==> src/rtl/aes_round_ctrl.sv <==
// AES round sequencer: walks one block through the round stages in encrypt or
// decrypt order, driving registered stage enables, round number and key index.
module aes_round_ctrl #(
  parameter int NR = 10
) (
  input  logic       clk,
  input  logic       rst,
  input  logic       start,
  input  logic       mode,
  input  logic       abort,
  output logic       ready,
  output logic       done,
  output logic       inv,
  output logic       load,
  output logic       sub_en,
  output logic       shift_en,
  output logic       mix_en,
  output logic       ark_en,
  output logic [3:0] round,
  output logic [3:0] key_idx
);

  typedef enum logic [2:0] {
    IDLE, LOAD, ARK0, SUB, SHIFT, MIX, ARK, DONE
  } state_t;

  localparam logic [3:0] LP_NR = 4'(NR);

  state_t     r_state, w_nextState;
  logic [3:0] r_round, w_nextRound;
  logic [3:0] r_keyIdx, w_nextKeyIdx;
  logic       r_inv, w_nextInv;
  logic       r_ready, r_done, r_load, r_sub, r_shift, r_mix, r_ark;
  logic       w_lastRound;

  assign w_lastRound = (r_round == LP_NR);

  // Decrypt runs SHIFT-SUB-ARK-MIX so the round counter advances out of MIX,
  // while encrypt advances out of ARK; the last round never visits MIX.
  always_comb begin
    w_nextState  = r_state;
    w_nextRound  = r_round;
    w_nextInv    = r_inv;
    w_nextKeyIdx = r_keyIdx;
    case (r_state)
      IDLE: begin
        w_nextRound = 4'd0;
        if (start && !abort) begin
          w_nextState = LOAD;
          w_nextInv   = mode;
        end
      end
      LOAD: begin
        w_nextState = ARK0;
        w_nextRound = 4'd0;
      end
      ARK0: begin
        w_nextRound = 4'd1;
        w_nextState = r_inv ? SHIFT : SUB;
      end
      SUB:   w_nextState = r_inv ? ARK : SHIFT;
      SHIFT: begin
        if (r_inv)            w_nextState = SUB;
        else if (w_lastRound) w_nextState = ARK;
        else                  w_nextState = MIX;
      end
      MIX: begin
        if (r_inv) begin
          w_nextState = SHIFT;
          w_nextRound = r_round + 4'd1;
        end else begin
          w_nextState = ARK;
        end
      end
      ARK: begin
        if (w_lastRound) begin
          w_nextState = DONE;
        end else if (r_inv) begin
          w_nextState = MIX;
        end else begin
          w_nextState = SUB;
          w_nextRound = r_round + 4'd1;
        end
      end
      DONE: begin
        w_nextState = IDLE;
        w_nextRound = 4'd0;
      end
      default: w_nextState = IDLE;
    endcase

    if (abort && r_state != IDLE) begin
      w_nextState = IDLE;
      w_nextRound = 4'd0;
    end

    // The key index only moves when an AddRoundKey cycle is coming up.
    if (w_nextState == ARK0 || w_nextState == ARK)
      w_nextKeyIdx = w_nextInv ? (LP_NR - w_nextRound) : w_nextRound;
  end

  always_ff @(posedge clk) begin
    if (rst) begin
      r_state  <= IDLE;
      r_round  <= 4'd0;
      r_keyIdx <= 4'd0;
      r_inv    <= 1'b0;
      r_ready  <= 1'b1;
      r_done   <= 1'b0;
      r_load   <= 1'b0;
      r_sub    <= 1'b0;
      r_shift  <= 1'b0;
      r_mix    <= 1'b0;
      r_ark    <= 1'b0;
    end else begin
      r_state  <= w_nextState;
      r_round  <= w_nextRound;
      r_keyIdx <= w_nextKeyIdx;
      r_inv    <= w_nextInv;
      r_ready  <= (w_nextState == IDLE);
      r_done   <= (w_nextState == DONE);
      r_load   <= (w_nextState == LOAD);
      r_sub    <= (w_nextState == SUB);
      r_shift  <= (w_nextState == SHIFT);
      r_mix    <= (w_nextState == MIX);
      r_ark    <= (w_nextState == ARK0) || (w_nextState == ARK);
    end
  end

  assign ready    = r_ready;
  assign done     = r_done;
  assign inv      = r_inv;
  assign load     = r_load;
  assign sub_en   = r_sub;
  assign shift_en = r_shift;
  assign mix_en   = r_mix;
  assign ark_en   = r_ark;
  assign round    = r_round;
  assign key_idx  = r_keyIdx;

endmodule

==> config.mk <==
export PLATFORM = sky130hd
export DESIGN_NAME = aes_round_ctrl
export DESIGN_NICKNAME = d
export VERILOG_FILES = /design/src/rtl/aes_round_ctrl.sv
export SDC_FILE = /design/constraint.sdc
export NUM_CORES = 1
export LEC_CHECK = 0
export CAP_MARGIN = 20
export CORE_UTILIZATION = 46
export CTS_CLUSTER_DIAMETER = 80
export DETAILED_ROUTE_END_ITERATION = 12
export PLACE_DENSITY = 0.74
export SLEW_MARGIN = 0
export SYNTH_ARGS = -nofsm -noshare
export SYNTH_HDL_FRONTEND = slang
export SYNTH_SLANG_ARGS = --single-unit
==> constraint.sdc <==
create_clock -name clk -period 2.25 [get_ports clk]
set_clock_uncertainty 0.15 [all_clocks]
set_input_delay 0.45 -clock clk [delete_from_list [all_inputs] [get_ports clk]]
set_output_delay 0.45 -clock clk [all_outputs]
set_load 0.02 [all_outputs]
Word-level counts from Yosys, hierarchy flattened. Index checks and enable logic that the tools add are counted.

Add/subtract/negate cells: 2. Multipliers: 0. Divide/modulo/power cells: 0. Magnitude comparators: 0. Equal/unequal tests: 15. Shift operators: 0. Multiplexer cells: 18. Bitwise gates (word level): 0. Reductions and logical operators: 8.

Operator list (count): 3-bit equality test, second input constant (8); 3-bit case mux with 8 select lines (1); 4-bit two-way mux (5); 3-bit two-way mux (6); 4-bit case mux with 4 select lines (1); 3-bit by 2-bit equality test with 1-bit output, second input constant (4); 3-bit by 1-bit equality test with 1-bit output, second input constant (2); 3-bit zero test (2); 2-bit two-way mux (3); 4-bit by 1-bit adder with 4-bit output, second input constant (1); 4-bit equality test, second input constant (1); 4-bit subtractor, first input constant (1); 3-bit nonzero test (1); 3-bit OR reduction (1); 1-bit logical AND (2); 1-bit two-way mux (2); 1-bit zero test (1); 1-bit logical OR (1).

Bits in registers: 19. Latch bits: 0. RAM bits: 0. Memory bits (read-only): 0. Input port bits: 5. Output and inout bits: 16. Word-level logic and storage cells: 54. Memories kept: 0.

Logic depth before layout (Yosys ltp).
Word-level depth: 7. Mapped depth: 12. Mapped depth without buffers: 12.

Worst setup path before layout. No wires, ideal clock.

Kind: register to register. Start: register r_round[0], in the netlist round[0]. End: register r_keyIdx[1], in the netlist key_idx[1]. Data arrival time: 2351 ps. Data required time: 2021 ps. Path slack: -330 ps. Cell stages (with the launch flop): 11. Buffers on the path: 0. Clock period less this slack: 2580 ps. Cells stage by stage: dfxtp_1 -> inv_1 -> ha_1 -> nand3b_1 -> a21oi_1 -> o221a_2 -> o21ai_0 -> inv_1 -> ha_1 -> mux2_2 -> a211oi_2.

Longest elaborated chain between the ends: 7. Elaborated cells between the ends (all ways): 17. Those cells by class: add/sub: 2; eq/ne: 3; mux: 11; reduce/logical: 1.

RTL lines: start: declaration (RTL line 30) `logic [3:0] r_round, w_nextRound;`; start signal: assignment (RTL line 117) `r_round <= w_nextRound;`; 4-bit by 1-bit adder with 4-bit output (RTL line 70, 82); 4-bit two-way mux (RTL line 78) `end else if (r_inv) begin`; 4-bit two-way mux (RTL line 76) `if (w_lastRound) begin`; 4-bit case mux with 4 select lines (*) (RTL line 45) `case (r_state)`; 4-bit two-way mux (*) (RTL line 92) `if (abort && r_state != IDLE) begin`; via w_nextRound[1] (RTL line 30); 4-bit subtractor (RTL line 99) `w_nextKeyIdx = w_nextInv ? (LP_NR - w_nextRound) : w_nextRound;`; 4-bit two-way mux (*) (RTL line 99); end signal: assignment (RTL line 118) `r_keyIdx <= w_nextKeyIdx;`; end: declaration (RTL line 31) `logic [3:0] r_keyIdx, w_nextKeyIdx;`.

The timed path passes the listed nets; every way through them passes the cells marked *. A chain may end at the register's enable or synchronous reset.

Final worst setup path. Ends and elaborated chain as after synthesis.

==> out/qor.yml <==
numCtsBuffers: 3
dpl_cell_area_sq_um: 1550
hold_viol: 0
initial_core_util_pct: 51.0
dieArea_sq_um: 2750
p_seq_share_pct: 53.5
post-route-period-util_pct: 101
period_needed_ns: 2.27
dp.cells: 199
synth_top_family_by_area: "simple AND/OR/NAND/NOR gates"
setup_ws_ns: -0.0213
timing.slew.headroom_pct: 74.6
clk_pin_slew_worst_paths_ns: 0.11
clk-insertion-delay-late_ns: 0.31
synthDistinctLibCells: 47
synthCells: 136
comb_power_share_pct: 19.1
fmaxAchievable_mhz: 440
outcome: "complete, but fails checks"
dpl.hpwl_mm: 2.30
drive_gt1_share_pct: 28.5
rows: 17
start_kind: "flip-flop"
drc: 1
power_density_nw_per_um2: 400
antenna_found_initial: 0
h-tree-depth: 1
vias: 1165
syn2layout_area_growth_pct: 39.5
synthAdderAreaFrac_pct: 3.21
critPathMaxFanout: 2
peakVddDrop_uv: 333
syn_area_sq_um: 1170
worstPathArrival_ns: 2.36
power.switching_w: 0.000180
ys.flop_type: "dfxtp_1"
setup.worst_path.end: "key_idx[1]$_SDFFE_PP0P_"
grt_max_degree: 12
synth_top_area_cell: "dfxtp_1"
detail-route-antenna-nets: 0
drv_cap: 0
cpMaxStageDelayCell: "dfxtp_4"
r2r_cells: 10
critPathLaunch: "round[0]$_SDFF_PP0_"
synth-xor-area-share_pct: 1.50
failed_checks: "design-rule violations, negative setup slack"
instances_no_fill: 207
finalSetupViolCount: 1
yosys.area_share.simple_pct: 29.5
ioPinCount: 21
tritoncts: "built"
gp_congestion: 0.840
grt_pass1_wl_mm: 5.18
synth.area.top_cells: "dfxtp_1 32%, nor2_1 4.2%, nand3b_1 3.8%, ha_1 3.2%, nor2b_1 2.7%"
grt-ovfl-total: 0
wl_per_cell_um: 15.4
rsz0062_at_grt: "true"
clockRootBuffer: "clkbuf_4"
portBuffers: 20
worst_path_largest_cell_delay_ns: 0.38
hp-class: "reg -> reg"
critPathKind: "reg -> reg"
drt_iter0_drc: 46
internal_power_w: 0.000473
num-nets-final: 188
worst_r2r_startpoint: "round[0]$_SDFF_PP0_"
synth_compound_area_share_pct: 23.2
yosys.area.top_type_share_pct: 32.5
async_flop_share_pct: 0
yosysWarnings: 0
design_area_sq_um: 1630
p_leak_nw: 0.675
track_usage_pct: 25.8
fill_cells: 174
ys_ff_latch: 19
end_kind: "flip-flop"
crit_required_ns: 2.34
drtPass1Iterations: 10
die_h_um: 52.5
cp_cell_sequence: "inv_4 > ha_4 > nand3b_1 > a21oi_2 > o221a_2 > o21ai_2 > inv_1 > ha_1 > mux2_4 > a211oi_2"
vias_per_cell: 5.63
hold_slack_ns: 0.360
core-area_sq_um: 2300
dp_slack_ns: -0.0812
ys_seq_area_share_pct: 32.5
syn_avg_cell_area_sq_um: 8.61
first_global_vias: 1114
p_sw_share_pct: 27.6
drv_slew: 0
synth_edf_count: 0
p_clk_share_pct: 27.5
synth_fp_nets: 144
reg2reg_to: "key_idx[1]$_SDFFE_PP0P_"
antenna_cells: 0
synthMuxAreaShare_pct: 3.53
ctsLongestPathBuffers: 2
wirelength_mm: 3.20
die_w_um: 52.5
reg2reg_slack_ns: -0.02
tightest_slew_ns: 0.380
clkSinkCount: 19
-- registers in the layout, summed over array words and instances, names as in the netlist --
name and count:
sub_en 1, inv 1, shift_en 1, ark_en 1
ready 1, r_state 3, key_idx 4, round 4
load 1, done 1, mix_en 1
-- logic make-up (layout without fill, tap and decap cells) --
| family | Yosys count | in the layout |
|---|---|---|
| compound gates | 35 | 35 |
| mux | 4 | 4 |
| fa+ha+maj | 3 | 3 |
| flops | 19 | 19 |
| simple gates | 57 | 57 |
| buf+inv | 16 | 59 |
| xor+xnor | 2 | 2 |
-- per-stage QoR --
stage | power (W) | utilization [%] | TNS, ns
5_1_grt | 0.000684 | 71.1 | -0.344
3_3_place_gp | 0.000473 | 67.5 | -0.155
2_1_floorplan | 0.000421 | - | 0
4_1_cts | 0.000652 | 69.1 | 0
6_report | 0.000654 | 71.1 | -0.0213
3_5_place_dp | 0.000474 | 67.5 | -0.294
-- area by class of cell --
| cell class | count | area, sq um | area share (%) |
|---|---|---|---|
| Clock buffer | 3 | 22.5 | 1.38 |
| Clock inverter | 1 | 5.00 | 0.306 |
| Inverter | 7 | 28.8 | 1.76 |
| Multi-Input combinational cell | 101 | 743 | 45.5 |
| Sequential cell | 19 | 389 | 23.8 |
| Tap cell | 28 | 35.0 | 2.14 |
| Timing Repair Buffer | 48 | 410 | 25.1 |
-- worst max-delay path, delay by kind of cell (launching register included) --
| kind | cells | cell delay [ns] |
|---|---|---|
| and+or+nand+nor | 1 | 0.14 |
| buffers and inverters | 2 | 0.10 |
| adders and majority gates | 2 | 0.41 |
| AOI/OAI and AO/OA | 4 | 0.77 |
| muxes | 1 | 0.27 |
| DFF | 1 | 0.38 |
-- power groups by stage --
| stage | logic [W] | clock network, W | registers [W] |
|---|---|---|---|
| CTS | 0.000120 | 0.000183 | 0.000349 |
| finish | 0.000125 | 0.000180 | 0.000350 |
| global placement | 0.000117 | 0 | 0.000356 |
| floorplan | 0.0000573 | 0 | 0.000364 |
| detailed placement | 0.000118 | 0 | 0.000356 |
| global route | 0.000136 | 0.000197 | 0.000351 |
-- repair_timing --
| item | in CTS | in global routing |
|---|---|---|
| pin swaps | 4 | 5 |
| hold buffers | 0 | 0 |
| gates cloned | 0 | 0 |
| gates resized for setup | 1 | 7 |
| setup endpoints to repair | 1 | 4 |
| setup buffers | 1 | 3 |
-- how the worst min path moves through the flow --
| stage | to | depth (start not counted) | startpoint |
|---|---|---|---|
| after floorplan | round[3]$_SDFF_PP0_ | 1 | rst |
| after global placement | key_idx[0]$_SDFFE_PP0P_ | 2 | key_idx[0]$_SDFFE_PP0P_ |
| after detailed placement | key_idx[0]$_SDFFE_PP0P_ | 2 | key_idx[0]$_SDFFE_PP0P_ |
| after CTS | key_idx[0]$_SDFFE_PP0P_ | 2 | key_idx[0]$_SDFFE_PP0P_ |
| after global routing | key_idx[1]$_SDFFE_PP0P_ | 2 | key_idx[1]$_SDFFE_PP0P_ |
| final | key_idx[0]$_SDFFE_PP0P_ | 2 | key_idx[0]$_SDFFE_PP0P_ |
-- cell usage in the layout (no fill, tap or decap), types with 2 or more instances in the layout --
cell              n
buf_4            28
clkdlybuf4s50_1  20
dfxtp_1          14
nor2_1           13
inv_1             6
nand3b_1          6
nor2b_1           5
nand2_1           5
nand3_1           4
a21oi_1           4
nand2b_1          4
nor3_1            4
dfxtp_2           4
o21ai_0           3
mux2i_1           3
a211oi_1          3
o21ai_1           3
a21boi_0          3
o221ai_1          3
and3_1            3
clkbuf_4          3
and3b_1           2
and2_1            2
nor4_1            2
a221o_1           2
ha_1              2
-- cells in the mapped netlist (all sizes together), types with 2 or more instances --
| cell type | n |
|---|---|
| nor3 | 4 |
| nor2 | 13 |
| a211oi | 4 |
| nand2 | 5 |
| o21ai | 7 |
| nand3b | 6 |
| nor4 | 3 |
| nand2b | 4 |
| a221o | 2 |
| and2 | 2 |
| ha | 3 |
| clkbuf | 2 |
| inv | 7 |
| a21oi | 5 |
| o221ai | 3 |
| and3b | 2 |
| dfxtp | 19 |
| and3 | 3 |
| nand3 | 4 |
| nor2b | 6 |
| a21boi | 3 |
| buf | 7 |
| mux2i | 3 |
-- layer usage --
layer / up-vias / part of all wire, % / track usage, %
met3: 2 / 3.9 / 3.77
met4: 0 / 0.25 / 7.89
met2: 24 / 49 / 40.7
met5: - / 0 / 0
li1: 584 / - / -
met1: 555 / 47 / 35.9
(Power assumes the default switching activity.)
